`config.mk`:
```
export PLATFORM = sky130hd
export DESIGN_NAME = round_key_store
export DESIGN_NICKNAME = d
export VERILOG_FILES = /design/src/rtl/aes_pkg.sv /design/src/rtl/round_key_regfile.sv /design/src/rtl/round_key_store.sv
export SDC_FILE = /design/constraint.sdc
export NUM_CORES = 2
export LEC_CHECK = 0
export ABC_AREA = 1
export CAP_MARGIN = 20
export CELL_PAD_IN_SITES_DETAIL_PLACEMENT = 0
export CELL_PAD_IN_SITES_GLOBAL_PLACEMENT = 2
export CORE_ASPECT_RATIO = 1.1
export CORE_MARGIN = 5
export CORE_UTILIZATION = 35
export DETAILED_ROUTE_END_ITERATION = 16
export PLACE_DENSITY = 0.66
export SYNTH_ARGS = -nofsm -noshare
export SYNTH_HDL_FRONTEND = slang
export SYNTH_SLANG_ARGS = --single-unit
export TNS_END_PERCENT = 30
```
`constraint.sdc`:
```
create_clock -name clk -period 26.7 [get_ports clk]
set_clock_uncertainty 0.1 [all_clocks]
set_input_delay 4.005 -clock clk [delete_from_list [all_inputs] [get_ports clk]]
set_output_delay 4.005 -clock clk [all_outputs]
set_load 0.1 [all_outputs]
```
`src/rtl/aes_pkg.sv`:
```
// Shared AES key-schedule definitions: key-size encodings, round counts,
// default store geometry and the round-key store state encoding.
package aes_pkg;

  localparam int KEY_W = 128;
  localparam int DEPTH = 15;

  localparam logic [1:0] NK_4    = 2'd0;
  localparam logic [1:0] NK_6    = 2'd1;
  localparam logic [1:0] NK_8    = 2'd2;
  localparam logic [1:0] NK_RSVD = 2'd3;

  localparam logic [3:0] NR_NK4 = 4'd10;
  localparam logic [3:0] NR_NK6 = 4'd12;
  localparam logic [3:0] NR_NK8 = 4'd14;

  typedef enum logic [1:0] {
    ST_EMPTY = 2'd0,
    ST_FILL  = 2'd1,
    ST_READY = 2'd2
  } state_t;

  function automatic logic [3:0] nr_of(input logic [1:0] nk);
    case (nk)
      NK_6:    nr_of = NR_NK6;
      NK_8:    nr_of = NR_NK8;
      default: nr_of = NR_NK4;
    endcase
  endfunction

endpackage

```
`src/rtl/round_key_regfile.sv`:
```
// Round-key storage: DEPTH x KEY_W, one write port, one registered read port.
// Contents are deliberately not reset; the controller gates visibility.
module round_key_regfile #(
  parameter int KEY_W = 128,
  parameter int DEPTH = 15
) (
  input  logic             clk,
  input  logic             we,
  input  logic [3:0]       wr_idx,
  input  logic [KEY_W-1:0] wr_data,
  input  logic             rd_en,
  input  logic [3:0]       rd_idx,
  output logic [KEY_W-1:0] rd_data
);

  logic [KEY_W-1:0] mem [DEPTH];

  always_ff @(posedge clk) begin
    if (we && (int'(wr_idx) < DEPTH)) begin
      mem[wr_idx] <= wr_data;
    end
    if (rd_en && (int'(rd_idx) < DEPTH)) begin
      rd_data <= mem[rd_idx];
    end
  end

endmodule

```
`src/rtl/round_key_store.sv`:
```
// Round-key store: captures a full AES key schedule from key expansion and
// serves single-cycle-latency reads, flagging protocol errors stickily.
module round_key_store
  import aes_pkg::*;
#(
  parameter int KEY_W = aes_pkg::KEY_W,
  parameter int DEPTH = aes_pkg::DEPTH
) (
  input  logic             clk,
  input  logic             rst_n,
  input  logic [1:0]       in_nk,
  input  logic             in_start,
  input  logic             in_key_valid,
  input  logic             in_key_first,
  input  logic             in_key_last,
  input  logic [KEY_W-1:0] in_key,
  input  logic             in_rd_en,
  input  logic [3:0]       in_rd_idx,
  output logic             out_rd_valid,
  output logic [KEY_W-1:0] out_rd_key,
  output logic             out_busy,
  output logic             out_ready,
  output logic [3:0]       out_nr,
  output logic             out_err
);

  state_t     state, state_nx;
  logic [1:0] nk_q, nk_nx;
  logic [3:0] wr_ptr, wr_ptr_nx;
  logic       err_q, err_nx;
  logic       loaded_q, loaded_nx;
  logic       rd_valid_q;
  logic       we;
  logic [3:0] wr_idx;
  logic       rd_hit;
  logic [3:0] nr;
  logic [KEY_W-1:0] rd_data;

  assign nr = nr_of(nk_q);

  always_ff @(posedge clk or negedge rst_n) begin
    if (!rst_n) begin
      state      <= ST_EMPTY;
      nk_q       <= NK_4;
      wr_ptr     <= 4'd0;
      err_q      <= 1'b0;
      loaded_q   <= 1'b0;
      rd_valid_q <= 1'b0;
    end else begin
      state      <= state_nx;
      nk_q       <= nk_nx;
      wr_ptr     <= wr_ptr_nx;
      err_q      <= err_nx;
      loaded_q   <= loaded_nx;
      rd_valid_q <= rd_hit;
    end
  end

  // A start always wins over a coincident key; a key_first rewinds to entry 0.
  always_comb begin
    state_nx  = state;
    nk_nx     = nk_q;
    wr_ptr_nx = wr_ptr;
    err_nx    = err_q;
    loaded_nx = loaded_q;
    we        = 1'b0;
    wr_idx    = in_key_first ? 4'd0 : wr_ptr;

    if (in_start) begin
      if (in_nk != NK_RSVD) begin
        nk_nx     = in_nk;
        wr_ptr_nx = 4'd0;
        err_nx    = 1'b0;
        loaded_nx = 1'b1;
        state_nx  = ST_FILL;
      end else begin
        err_nx   = 1'b1;
        state_nx = ST_EMPTY;
      end
    end else if ((state == ST_FILL) && in_key_valid) begin
      if (!in_key_first && (wr_ptr > nr)) begin
        err_nx = 1'b1;
      end else begin
        we        = 1'b1;
        wr_ptr_nx = wr_idx + 4'd1;
        if (in_key_last) begin
          if (wr_idx == nr) begin
            state_nx = ST_READY;
          end else begin
            err_nx   = 1'b1;
            state_nx = ST_EMPTY;
          end
        end
      end
    end
  end

  // An entry being written this cycle is not yet committed, so it reads invalid.
  always_comb begin
    rd_hit = 1'b0;
    if (in_rd_en && !(we && (wr_idx == in_rd_idx))) begin
      if ((state == ST_READY) && (in_rd_idx <= nr)) begin
        rd_hit = 1'b1;
      end else if ((state == ST_FILL) && (in_rd_idx < wr_ptr)) begin
        rd_hit = 1'b1;
      end
    end
  end

  round_key_regfile #(
    .KEY_W (KEY_W),
    .DEPTH (DEPTH)
  ) u_regfile (
    .clk     (clk),
    .we      (we),
    .wr_idx  (wr_idx),
    .wr_data (in_key),
    .rd_en   (rd_hit),
    .rd_idx  (in_rd_idx),
    .rd_data (rd_data)
  );

  assign out_rd_valid = rd_valid_q;
  assign out_rd_key   = rd_valid_q ? rd_data : '0;
  assign out_busy     = (state == ST_FILL);
  assign out_ready    = (state == ST_READY);
  assign out_nr       = loaded_q ? nr : 4'd0;
  assign out_err      = err_q;

endmodule

```
# --- After elaboration in Yosys (flattened, before gate mapping) ---
# Memory sizes are Yosys's and may differ from the RTL's. A register that Yosys moved wholly into a read port is not among the register bits.
# Index checks and enable logic that the tools add are counted.
totals:
  ramBits: 1920
  ff_bits: 11
  elab_cells: 68
  memories: 1
  output_inout_bits: 136
  inputBits: 141
classes:
  mux: 28
  eq_ne: 10
  n_reduce_logical: 17
  order_cmp: 5
  n_addsub: 1
mem_list:
  columns: ["memory", "words", "word_bits", "rd", "rd_ports_with_merged_regs", "write_ports", "line_no", "source"]
  rows:
  - ["u_regfile.mem", 15, 128, 1, 1, 1, "round_key_regfile.sv:16", "logic [KEY_W-1:0] mem [DEPTH];"]
op_table:
  columns: ["op", "n"]
  rows:
  - ["$mux 128", 1]
  - ["$mux 4", 6]
  - ["$mux 1", 15]
  - ["$mux 2", 5]
  - ["$reduce_and 3->1", 3]
  - ["$eq 4x4->1", 2]
  - ["$logic_and 1x1->1", 8]
  - ["$lt 4x4->1 const B", 2]
  - ["$pmux 3 s2", 1]
  - ["$add 4x1->4 const B", 1]
  - ["$eq 2x1->1 const B", 2]
  - ["$eq 2x2->1 const B", 2]
  - ["$gt 4x4->1", 1]
  - ["$le 4x4->1", 1]
  - ["$lt 4x4->1", 1]
  - ["$ne 2x2->1 const B", 2]
  - ["$reduce_bool 2->1", 2]
  - ["$ne 3x3->1 const B", 1]
  - ["$reduce_bool 3->1", 1]
  - ["$logic_not 1->1", 2]
  - ["$ne 2x1->1 const B", 1]
  - ["$reduce_and 2->1", 1]

# --- Logic depth before layout (Yosys ltp) ---
depth:
  word_depth: 12
  ltp_mapped: 14
  depth_no_buf: 14

# --- Cells and area by module ---
# Synthesis repeated with hierarchy kept, for this count alone.
unflattened:
  cells_unflattened: 8294
  area_unflattened_um2: 88168.3
modules_own_cells:
  columns: ["module", "area_per_inst_um2", "cells_each", "instances", "seq_area_each_um2"]
  rows:
  - ["round_key_regfile", 86186.4, 7892, 1, 61499.0]
  - ["round_key_store", 1981.9, 402, 1, 275.3]

# --- Worst setup path before layout ---
# Ideal clock, no wire load.
synth_path:
  path_type: "in2reg"
  from: "input in_key_first"
  to: "memory u_regfile.mem[11][0], enable pin"
  setup_time_ps: 772
  path_buffers: 0
  slack_ps: 12562
  t_arrival_ps: 13266
  cell_stages: 8
  t_required_ps: 25828
  cell_sequence: "inv_2 nand2_1 inv_1 nand3_2 nand3_1 inv_1 o21ai_0 nor3_1"
synth_between:
  elab_chain_cells: 8
  word_cells_on_any_way: 10
  classes_between: "order compare: 1; mux: 6; reduce/logical: 3"
synth_rtl:
  columns: ["element", "line_no", "source"]
  rows:
  - ["start, declared", "round_key_store.sv:14", "input logic in_key_first,"]
  - ["branches (longest 8 deep; another with $lt 4x4->1)", null, null]
  - ["end, declared", "round_key_regfile.sv:16", null]
# Several ways; the timed one is not identified.

# --- Worst setup path after layout ---
layout_path:
  from: "input in_key_first"
  to: "memory u_regfile.mem[1][43], enable pin"
# Same word-level chain as after synthesis.

==> flow_summary.ini <==
[critical_path]
critPathKind = in -> reg
cp_data_arrival_time_ps = 8790
cp_max_fo = 45
critPathLaunchType = input pin
crit_required_ps = 27070
end_kind = flop

[clocking]
post_cts.repair.setup_buffers = 0
clk_latency_ps = 870
cts_tree = yes
cts_buffers = 218
ctsHoldBuffers = 0
htree_num_levels = 4
root_buffer = clkbuf_16
cts-resized-gates = 0
cts_sinks = 2059
clock_path_buffers = 3
clk_pin_slew_ps = 60

[yosys]
netlist_top_cells_count = 2048 x edfxtp_1, 1454 x nand2_1, 792 x nor2_1
synth_top_area_share_pct = 75.8
ys_async_sr_fraction_pct = 0.534
syn_area_per_cell_um2 = 12.8
ys_ff_latch = 2059
synthesis.nets = 6481
synth_cell_types = 29
synthesis.area_um2 = 81200
synth_flop_cell = edfxtp_1
synth_edf_count = 2048
synthTopCellsByArea = edfxtp_1 76%, nand2_1 6.7%, nor2_1 3.7%
synth_top_area_cell = edfxtp_1
yosysMostFrequentCell = edfxtp_1
ys_seq_area_share_pct = 76.1
yosys_warnings = 0
synth_cells = 6328

[detailed_routing]
antenna_left = 0
first_pass_iters = 5
routed-via-count = 49800
post-route-drc-count = 0
via_per_inst = 5.08
avgRoutedWirePerCell_um = 24.3
dr.first_iter.drc_count = 3531
drt-total-wl_um = 238000

[global_route]
antenna_found_initial = 31
grt_pass1_vias = 49500
grt_pass1_wl_um = 344000
overflow = 0
grt_max_degree = 171
grt_util_all_layers_pct = 19.3

[placement]
gp_congestion = 0.731
portBuffers = 275
place_hpwl_um = 118000
dp_cells = 9386
place_ws_ps = 17310

[sta]
rsz0062_at_grt = no
setup_violations = 0
drv_slew = 0
setup_tns_ps = 0
hold_viol = 0
slew_headroom_pct = 26.7
max_freq_mhz = 119
fin_ws_ps = 18280
fin_crit_ps = 8420
worstMarginPinSlew_ps = 1100
min_period_over_period_pct = 31.5
fin_hold_ws_ps = 386

[power_and_ir_drop]
p_per_area_nw_per_um2 = 73.3
ir_drop_uv = 73.9
p_leak_nw = 31.9

[job]
maxCapViolCount = 0

[floorplan]
die_x_um = 469
core_area_um2 = 231000
die_h_um = 515
io_pins = 277
initial_core_util_pct = 35.2
die-area_um2 = 242000
core.rowCount = 185

[finish]
fin_nets = 6674
area_growth_pct = 15.1
fin_cells = 9797
layout-drive-gt1-share_pct = 6.72

[worst_hold_path]
min_path_type = reg -> reg

[outcome]
status = finished, final reports clean
[critical path, stage by stage]
cell,delay (ps)
clkdlybuf4s50_1,550
inv_2,120
nand2_1,120
inv_1,100
nand3_2,130
nand3_1,190
a21oi_1,270
nand2_1,290
nor2_4,600
buf_4,740
buf_4,920
buf_4,660
[state kept, by name, indices dropped and copies added (netlist names)]
signal and count:
loaded_q 1, u_regfile.mem 1920, nk_q 2, out_rd_valid 1, u_regfile.rd_data 128, out_err 1
wr_ptr 4, state 2
[layer usage]
metal | routed length, um | vias up | share of wire (%) | global-route usage [%]
met5 | 60 | - | 0.025 | 0
met4 | 5530 | 8 | 2.3 | 5.25
met3 | 10700 | 321 | 4.5 | 2.91
met2 | 119000 | 1089 | 50 | 33.2
met1 | 103000 | 25400 | 43 | 25.4
li1 | - | 23000 | - | -
[kinds of logic after synthesis]
family | count (synthesis) | synth area share, %
adder cells (fa/ha/maj) | 12 | 0.185
AO/OA/AOI/OAI | 1294 | 9.08
AND/OR/NAND/NOR | 2403 | 11.4
other | 1 | 0.00462
buffers and inverters | 558 | 3.23
multiplexers | 1 | 0.0139
flip-flops | 2059 | 76.1
[report_power, final]
group / switching, W / internal [W]
Clock: 0.00124 / 0.00157
Combinational: 0.000322 / 0.000109
Sequential: 0.00000832 / 0.00358
[cells in the final DEF (no fill, tap or decap), types with 5 or more instances in the layout]
cell type / synthesis / layout
o21ai_1: 178 / 178
clkbuf_16: 0 / 222
clkbuf_1: 151 / 60
edfxtp_1: 2048 / 2048
clkinv_2: 0 / 29
nor2_1: 792 / 779
o22ai_1: 256 / 256
nand2_1: 1454 / 1454
clkdlybuf4s50_1: 0 / 271
diode_2: 0 / 15
inv_6: 0 / 5
buf_12: 0 / 8
o21ai_0: 469 / 469
dfrtp_1: 11 / 10
buf_4: 25 / 88
inv_1: 155 / 154
nand3_1: 147 / 147
clkinv_1: 0 / 63
bufinv_16: 0 / 6
o211ai_1: 78 / 78
nor2_4: 0 / 13
o211ai_2: 50 / 50
a21oi_1: 262 / 262
ha_1: 12 / 12
[cell type report]
cell class,count,area [um^2]
Sequential cell,2059,61800
Multi-Input combinational cell,3711,16900
Clock inverter,114,783
Clock buffer,282,5780
Inverter,159,643
Fill cell,21700,137000
Antenna cell,15,37.5
Tap cell,3085,3860
Timing Repair Buffer,372,3620
[path summary, 6_finish.rpt]
check,startpoint,endpoint,slack [ps],depth (start not counted)
min in group asynchronous,rst_n,wr_ptr[0],3470,1
max in group asynchronous,rst_n,out_rd_valid,22580,1
hold reg to reg,out_err,out_err,390,2
hold / removal,out_err,out_err,390,2
setup / recovery,in_key_first,u_regfile.mem[1][43],18280,12
setup reg to reg,nk_q[0],u_regfile.mem[1][43],21150,12
[stage by stage]
step	cell area, um^2	total power, W	utilization, %
floorplan	81200	0.00392	-
global placement	86800	0.00410	37.6
detailed placement	86800	0.00410	37.6
CTS	93400	0.00693	40.5
global route	93400	0.00710	40.5
finish	93400	0.00684	40.5
(Power assumes the default switching activity.)
